File: src/rtl/serial_link_pkg.sv
// Shared definitions for the bit-serial link (transmitter and matching receiver).
// Latency: n/a (types, constants and a width helper only).
// Backpressure: n/a.
package serial_link_pkg;

  // Transmitter FSM encoding; the receiver decodes the same two phases.
  typedef enum logic {
    ST_IDLE  = 1'b0,
    ST_SHIFT = 1'b1
  } tx_state_e;

  localparam int DEFAULT_WIDTH = 4;

  // Bit-order selectors shared with the receiver so both ends agree.
  localparam bit BIT_ORDER_MSB_FIRST = 1'b1;
  localparam bit BIT_ORDER_LSB_FIRST = 1'b0;

  // Bit-index counter width; a 1-bit word still needs a 1-bit counter.
  function automatic int cnt_width(input int width);
    return (width > 1) ? $clog2(width) : 1;
  endfunction

endpackage

File: src/rtl/tx_bit_counter.sv
// Bit-position counter for a WIDTH-bit serial word; wraps to 0 after WIDTH-1.
// Latency: cnt updates one clock after en/clear; at_last is combinational from cnt.
// Backpressure: none, advances whenever en=1; clear has priority over en.
// Ports: clk, rst (sync, active-high), clear, en -> cnt, at_last (cnt==WIDTH-1).
module tx_bit_counter
  import serial_link_pkg::*;
#(
  parameter int WIDTH = DEFAULT_WIDTH,
  localparam int CW = cnt_width(WIDTH)
) (
  input  logic          clk,
  input  logic          rst,
  input  logic          clear,
  input  logic          en,
  output logic [CW-1:0] cnt,
  output logic          at_last
);

  localparam logic [CW-1:0] LAST = CW'(WIDTH - 1);

  logic [CW-1:0] cnt_q, cnt_d;

  always_comb begin
    cnt_d = cnt_q;
    if (clear) begin
      cnt_d = '0;
    end else if (en) begin
      cnt_d = (cnt_q == LAST) ? '0 : cnt_q + CW'(1);
    end
  end

  always_ff @(posedge clk) begin
    if (rst) begin
      cnt_q <= '0;
    end else begin
      cnt_q <= cnt_d;
    end
  end

  assign cnt     = cnt_q;
  assign at_last = (cnt_q == LAST);

endmodule

File: src/rtl/piso_serial_tx.sv
// Parallel-in serial-out transmitter: one WIDTH-bit word out as WIDTH consecutive bits.
// Latency: word accepted in cycle N shows bit k on sout in cycle N+1+k (all outputs registered).
// Backpressure: load_ready only in IDLE or on the final bit, so words stream gaplessly.
// Ports: clk, rst (sync, active-high); load_valid/load_ready/din load handshake;
//        sout, sout_valid, sout_last serial output (sout=IDLE_LEVEL when not valid).
module piso_serial_tx
  import serial_link_pkg::*;
#(
  parameter int   WIDTH      = DEFAULT_WIDTH,
  parameter bit   MSB_FIRST  = BIT_ORDER_MSB_FIRST,
  parameter logic IDLE_LEVEL = 1'b0
) (
  input  logic             clk,
  input  logic             rst,
  input  logic             load_valid,
  output logic             load_ready,
  input  logic [WIDTH-1:0] din,
  output logic             sout,
  output logic             sout_valid,
  output logic             sout_last
);

  localparam int            CW   = cnt_width(WIDTH);
  localparam logic [CW-1:0] LAST = CW'(WIDTH - 1);

  tx_state_e        state_q, state_d;
  logic [WIDTH-1:0] shreg_q, shreg_d;
  logic             sout_q, sout_d;
  logic             sout_valid_q, sout_valid_d;
  logic             sout_last_q, sout_last_d;
  logic [CW-1:0]    cnt;
  logic             at_last;
  logic             accept;

  // Ready depends only on registered state and rst, never on load_valid.
  assign load_ready = !rst && ((state_q == ST_IDLE) || at_last);
  assign accept     = load_valid && load_ready;

  // cnt tracks the index of the bit currently on sout; an accept restarts it.
  tx_bit_counter #(
    .WIDTH (WIDTH)
  ) u_cnt (
    .clk     (clk),
    .rst     (rst),
    .clear   (accept),
    .en      (state_q == ST_SHIFT),
    .cnt     (cnt),
    .at_last (at_last)
  );

  always_comb begin
    state_d      = state_q;
    shreg_d      = shreg_q;
    sout_d       = IDLE_LEVEL;
    sout_valid_d = 1'b0;
    sout_last_d  = 1'b0;
    if (accept) begin
      // First bit goes straight to the output register; the rest park in shreg
      // aligned so the next bit always sits at the outgoing end.
      state_d      = ST_SHIFT;
      sout_valid_d = 1'b1;
      sout_last_d  = (WIDTH == 1);
      if (MSB_FIRST) begin
        sout_d  = din[WIDTH-1];
        shreg_d = din << 1;
      end else begin
        sout_d  = din[0];
        shreg_d = din >> 1;
      end
    end else if ((state_q == ST_SHIFT) && !at_last) begin
      sout_valid_d = 1'b1;
      // The bit being registered now has index cnt+1.
      sout_last_d  = ((cnt + CW'(1)) == LAST);
      if (MSB_FIRST) begin
        sout_d  = shreg_q[WIDTH-1];
        shreg_d = shreg_q << 1;
      end else begin
        sout_d  = shreg_q[0];
        shreg_d = shreg_q >> 1;
      end
    end else if (state_q == ST_SHIFT) begin
      // Final bit shown and nothing new accepted: fall back to idle.
      state_d = ST_IDLE;
    end
  end

  always_ff @(posedge clk) begin
    if (rst) begin
      state_q      <= ST_IDLE;
      shreg_q      <= '0;
      sout_q       <= IDLE_LEVEL;
      sout_valid_q <= 1'b0;
      sout_last_q  <= 1'b0;
    end else begin
      state_q      <= state_d;
      shreg_q      <= shreg_d;
      sout_q       <= sout_d;
      sout_valid_q <= sout_valid_d;
      sout_last_q  <= sout_last_d;
    end
  end

  assign sout       = sout_q;
  assign sout_valid = sout_valid_q;
  assign sout_last  = sout_last_q;

endmodule

File: config.mk
export PLATFORM = sky130hd
export DESIGN_NAME = piso_serial_tx
export DESIGN_NICKNAME = d
export VERILOG_FILES = /design/src/rtl/serial_link_pkg.sv /design/src/rtl/tx_bit_counter.sv /design/src/rtl/piso_serial_tx.sv
export SDC_FILE = /design/constraint.sdc
export NUM_CORES = 1
export LEC_CHECK = 0
export ABC_AREA = 1
export BUFFER_PORTS_ARGS = -buffer_cell sky130_fd_sc_hd__buf_2
export CORE_AREA = 4 4 41 43
export CTS_BUF_LIST = sky130_fd_sc_hd__clkbuf_4 sky130_fd_sc_hd__clkbuf_8
export DETAILED_ROUTE_END_ITERATION = 8
export DIE_AREA = 0 0 45 47
export HOLD_SLACK_MARGIN = 0.06
export PLACE_DENSITY = 0.61
export SYNTH_ARGS = -nofsm -noshare
export SYNTH_HDL_FRONTEND = slang
export SYNTH_SLANG_ARGS = --single-unit
export TNS_END_PERCENT = 20
File: constraint.sdc
create_clock -name clk -period 2.4 [get_ports clk]
set_input_delay 0.36 -clock clk [delete_from_list [all_inputs] [get_ports clk]]
set_output_delay 0.36 -clock clk [all_outputs]
set_load 0.01 [all_outputs]
==> metrics.csv, run 1 <==
metric,value,unit
status,"finished, final reports clean",
slowest_stage,dfxtp_1,
place_congestion,0.811,
synth-seq-cells,9,
critPathArrivalTime,1210,ps
p_comb_share,12.2,%
whs_endpoint,sout,
drive_gt1_share,27.3,%
port_buffers,10,
drc,0,
cp-start-kind,register,
clkPwrFrac,38.6,%
rsz0062_at_grt,false,
mostFrequentLayoutCells,"nor2_1, buf_2, nand2_1, dfxtp_1, inv_1",
overflow,0,
dieHeight,47,um
ctsResizeCount,0,
worst_pin_slew,265,ps
pin_count,11,
min_period,1570,ps
place_ws,1110,ps
syn2layout_area_growth,22.5,%
grt_pass1_vias,296,
vias,354,
rows,13,
grt_max_degree,13,
antenna_found_initial,0,
finalMaxSlewViolations,0,
final_area,497,sq um
holdBufCountCts,0,
min_period_over_period,65.4,%
p_sw_share,23.9,%
skew,0.419,ps
coreArea,1300,sq um
p_int,246,uW
timing.rr.end,shreg_q[1],
start_util,31.2,%
hold_class,primary input to register,
synth.distinct_cells,15,
cp_top_family,flip-flops,
cts_tree,done,
fillers,142,
yosys_warnings,0,
dpl_cell_area,467,sq um
crit_type,register to output pin,
r2r-start,u_cnt.cnt[1],
grt_pass1_wl,1170,um
finish.net_count,76,
clock_path_buffers,2,
holdPathStages,3,
synthesis.nets,62,
hpwl,590,um
postCtsSetupBuffers,0,
ys_seq_area_share,44.4,%
fin_ws,829,ps
p_sw,77.3,uW
avgSynthCellArea,7.65,sq um
reg2reg_depth,7,
clock_sinks,9,
dieArea,2120,sq um
crit_top_cell,nor2_4,
ctsHtreeMaxLevel,1,
ir_worst_vdd,0.000317,V
worst-r2r-setup-slack,1220,ps
hold_viol_final,0,
diodes,0,
cpPeakStageDelay,330,ps
leakage,0.232,nW
min_from,din[3],
max_freq,0.637,GHz
crit_buf_inv,1,
syn_area,405,sq um
slew-limit-headroom,82.2,%
final_cells,81,
numCtsBuffers,3,
crit_path_cell_trace,ha_1 > nor2_4 > nor2_4 > buf_2,
wl_per_cell,8.94,um
crit_path_max_fanout,6,
critPathRequiredTime,2040,ps
syn_inst,53,
dr.pass1.iters,4,
maxCapViolCount,0,
hold_ws,369,ps
drtAntennaViolNets,0,
placed_cells,77,
finalSetupViolations,0,
clkTransAtPathRegs,60,ps
track_usage,7.92,%
wl,724,um
cts_root_buffer,clkbuf_4,
clk_latency,260,ps
first_iter_violations,4,
endpoint_kind,output pin,
powerDensity,652,nW/um^2
finalSetupTns,0,ps
die_x,45,um
power_frac_seq,49.2,%
viasPerCell,4.37,
==> power groups by stage <==
| stage | Sequential [mW] | Clock [mW] | Combinational [mW] |
|---|---|---|---|
| 2_1_floorplan | 0.163 | 0 | 0.0266 |
| 3_3_place_gp | 0.163 | 0 | 0.0395 |
| 3_5_place_dp | 0.163 | 0 | 0.0397 |
| 4_1_cts | 0.159 | 0.130 | 0.0397 |
| 5_1_grt | 0.160 | 0.141 | 0.0447 |
| 6_report | 0.159 | 0.125 | 0.0395 |
==> cell usage after synthesis <==
master,count,area [sq um]
nor2_1,10,37.5
dfxtp_1,9,180
nand2_1,9,33.8
inv_1,7,26.3
a21oi_1,3,15.0
ha_1,2,25.0
nand3_1,2,10.0
nand4_1,2,12.5
nor2_4,2,22.5
nor3_1,2,10.0
buf_4,1,7.51
inv_2,1,3.75
nor3b_1,1,7.51
o21ai_0,1,5.00
o21ai_2,1,8.76
==> kinds of logic after synthesis <==
| logic type | share of synthesized area [%] |
|---|---|
| adder cells (fa/ha/maj) | 6.17 |
| AND/OR/NAND/NOR | 33.0 |
| flip-flops | 44.4 |
| AO/OA/AOI/OAI | 7.10 |
| buffers and inverters | 9.26 |
==> worst max-delay path by stage <==
stage                 startpoint          to  slack [ps]  depth (start not counted)
floorplan           u_cnt.cnt[0]  load_ready        1290                          3
global placement    u_cnt.cnt[1]  load_ready        1140                          4
detailed placement  u_cnt.cnt[1]  load_ready        1110                          4
CTS                 u_cnt.cnt[1]  load_ready         820                          4
global route        u_cnt.cnt[1]  load_ready         760                          4
finish              u_cnt.cnt[1]  load_ready         830                          4
==> flip-flops by register name, indices dropped and copies added (netlist names) <==
register	flops
shreg_q	3
u_cnt.cnt	2
sout	1
sout_last	1
sout_valid	1
state_q	1
==> worst min-delay path, cell delays in order <==
cell and delay (ps):
buf_2 100, nand3_1 70, a21oi_1 50
==> final cells by class <==
cell class              count  area (sq um)  share of cell area (%)
flip-flops and latches      9           180                    36.3
well taps                  15          18.8                    3.78
repair buffers             10          50.0                    10.1
inverters                   8          30.0                    6.05
multi-input cells          35           188                    37.8
clock buffers               4          30.0                    6.05
==> metrics by stage <==
step,total power [mW],utilization [%]
2_1_floorplan,0.190,-
5_1_grt,0.345,38.2
3_5_place_dp,0.202,35.9
4_1_cts,0.329,38.2
3_3_place_gp,0.202,35.9
6_report,0.324,38.2
==> routing by layer <==
metal,up-vias,GRT usage (%),wire length (um)
met5,-,0,0
met4,0,1.75,0
met3,0,7.28,101
met2,14,10.7,296
met1,148,9.17,326
li1,192,-,-
Note: power is estimated with default switching activity, not from simulation.
==> inputs of run 2 (changes only) <==
clock period = 1.5 ns   (was 2.4 ns; I/O delays follow)
==> run 2 against run 1 <==
Against the previous run: clock skew grew 0.57 ps; sequential share of layout area unchanged; setup slack got worse by 740 ps; die area is the same; via count rose by 0.28%; sequential cell count unchanged; clock power rose by 61%; highest routed layer unchanged.
==> metrics.csv, run 2 (synthesized netlist as in run 1, its figures left out) <==
metric,value,unit,change
status,"finished, final reports clean",,
rsz0062_at_grt,false,,
ctsHtreeMaxLevel,1,,unchanged
max_freq,0.710,GHz,
pin_count,11,,unchanged
clock_path_buffers,2,,unchanged
whs_endpoint,shreg_q[1],,
fin_util,38.2,%,unchanged
worst-r2r-setup-slack,340,ps,-880 ps
start_util,31.2,%,unchanged
vias,355,,+0.28%
mostFrequentLayoutCells,"nor2_1, buf_2, nand2_1, dfxtp_1, inv_1",,
cts_root_buffer,clkbuf_4,,
timing.rr.end,shreg_q[1],,
dieArea,2120,sq um,unchanged
drtAntennaViolNets,0,,unchanged
grt_pass1_wl,1200,um,+2.9%
dpl_cell_area,467,sq um,unchanged
coreArea,1300,sq um,unchanged
final_area,497,sq um,unchanged
wl,775,um,+7.0%
maxCapViolCount,0,,unchanged
finalSetupTns,0,ps,unchanged
finish.net_count,76,,unchanged
endpoint_kind,output pin,,
track_usage,8.57,%,+0.65 points
r2r-start,u_cnt.cnt[1],,
port_buffers,10,,unchanged
skew,0.988,ps,+0.569 ps
cp-start-kind,register,,
leakage,0.230,nW,-0.51%
overflow,0,,unchanged
antenna_found_initial,0,,unchanged
place_ws,346,ps,-763 ps
hpwl,624,um,+5.7%
die_x,45,um,unchanged
min_from,din[0],,
crit_path_max_fanout,6,,unchanged
worst_pin_slew,226,ps,-38.6 ps
grt_pass1_vias,292,,-1.4%
finalSetupViolations,0,,unchanged
placed_cells,77,,unchanged
viasPerCell,4.38,,+0.28%
grt_max_degree,13,,unchanged
ir_worst_vdd,0.000523,V,+65%
min_period,1410,ps,
clkTransAtPathRegs,60,ps,about the same
syn2layout_area_growth,22.5,%,unchanged
min_period_over_period,93.8,%,
diodes,0,,unchanged
clk_latency,260,ps,about the same
final_cells,81,,unchanged
rows,13,,unchanged
holdPathStages,3,,unchanged
slew-limit-headroom,84.8,%,+2.6 points
fillers,161,,+13%
drive_gt1_share,27.3,%,unchanged
dr.pass1.iters,2,,-2
wl_per_cell,9.57,um,+7.0%
clock_sinks,9,,unchanged
reg2reg_depth,7,,unchanged
drc,0,,unchanged
cts_tree,done,,
place_congestion,0.792,,-2.4%
crit_type,register to output pin,,
first_iter_violations,3,,-1
dieHeight,47,um,unchanged
numCtsBuffers,3,,unchanged
hold_class,primary input to register,,
max_flop_register,shreg_q,,
ctsResizeCount,0,,unchanged
hold_viol_final,0,,unchanged
fin_ws,92.5,ps,-737 ps
critPathArrivalTime,1180,ps,-30 ps
finalMaxSlewViolations,0,,unchanged
powerDensity,1050,nW/um^2,+61%
critPathRequiredTime,1270,ps,-770 ps
largest_reg_flops,3,,unchanged
[run 2: cell counts in the layout (fill, tap and decap cells not counted)]
No cell type changed its count.
[run 2: cell type report]
| type | count | area, sq um | share of cell area, % |
|---|---|---|---|
| clock buffer | 4 | 30.0 | 6.05 |
| inverter | 8 | 30.0 | 6.05 |
| sequential | 9 | 180 | 36.3 |
| tap | 15 | 18.8 | 3.78 |
| timing repair buffer | 10 | 50.0 | 10.1 |
| multi-input combinational | 35 | 188 | 37.8 |
[run 2: metal layers]
layer | GRT usage (%) | share of wire (%) | wire length, um | vias up
met5 | 0 | 0 | 0 | -
met4 | 1.75 | 0 | 0 | 0
met3 | 7.28 | 11 | 85 | 0
met2 | 13.0 | 43 | 331 | 12
met1 | 9.22 | 46 | 358 | 152
li1 | - | - | - | 191
[run 2: per-stage QoR]
stage	total power, mW	hold WS [ps]
after global routing	0.557	220
after global placement	0.323	462
after detailed placement	0.324	473
after CTS	0.530	230
final	0.520	242
after floorplan	0.303	385
[run 2: worst max path at each step]
stage / from / to / cells past startpoint / slack [ps]
6_report: u_cnt.cnt[1] / load_ready / 4 / 90
2_1_floorplan: u_cnt.cnt[1] / shreg_q[1] / 7 / 450
4_1_cts: u_cnt.cnt[1] / load_ready / 4 / 60
5_1_grt: u_cnt.cnt[1] / load_ready / 4 / 10
3_3_place_gp: u_cnt.cnt[1] / load_ready / 4 / 340
3_5_place_dp: u_cnt.cnt[1] / load_ready / 4 / 350
[run 2: power by group]
| group | internal [mW] | total (mW) | switching (mW) |
|---|---|---|---|
| clock | 0.120 | 0.201 | 0.0805 |
| combinational | 0.0250 | 0.0638 | 0.0388 |
| sequential | 0.250 | 0.255 | 0.00531 |
[run 2: critical path, stage by stage (launching register included)]
cell and delay (ps):
dfxtp_1 320, ha_1 220, nor2_4 190, nor2_4 50, buf_2 140
[run 2: timing repair]
item,CTS,global route
endpoints found under the setup margin,0,1
hold endpoints to repair,0,0
hold buffers,0,0
setup buffers,0,0
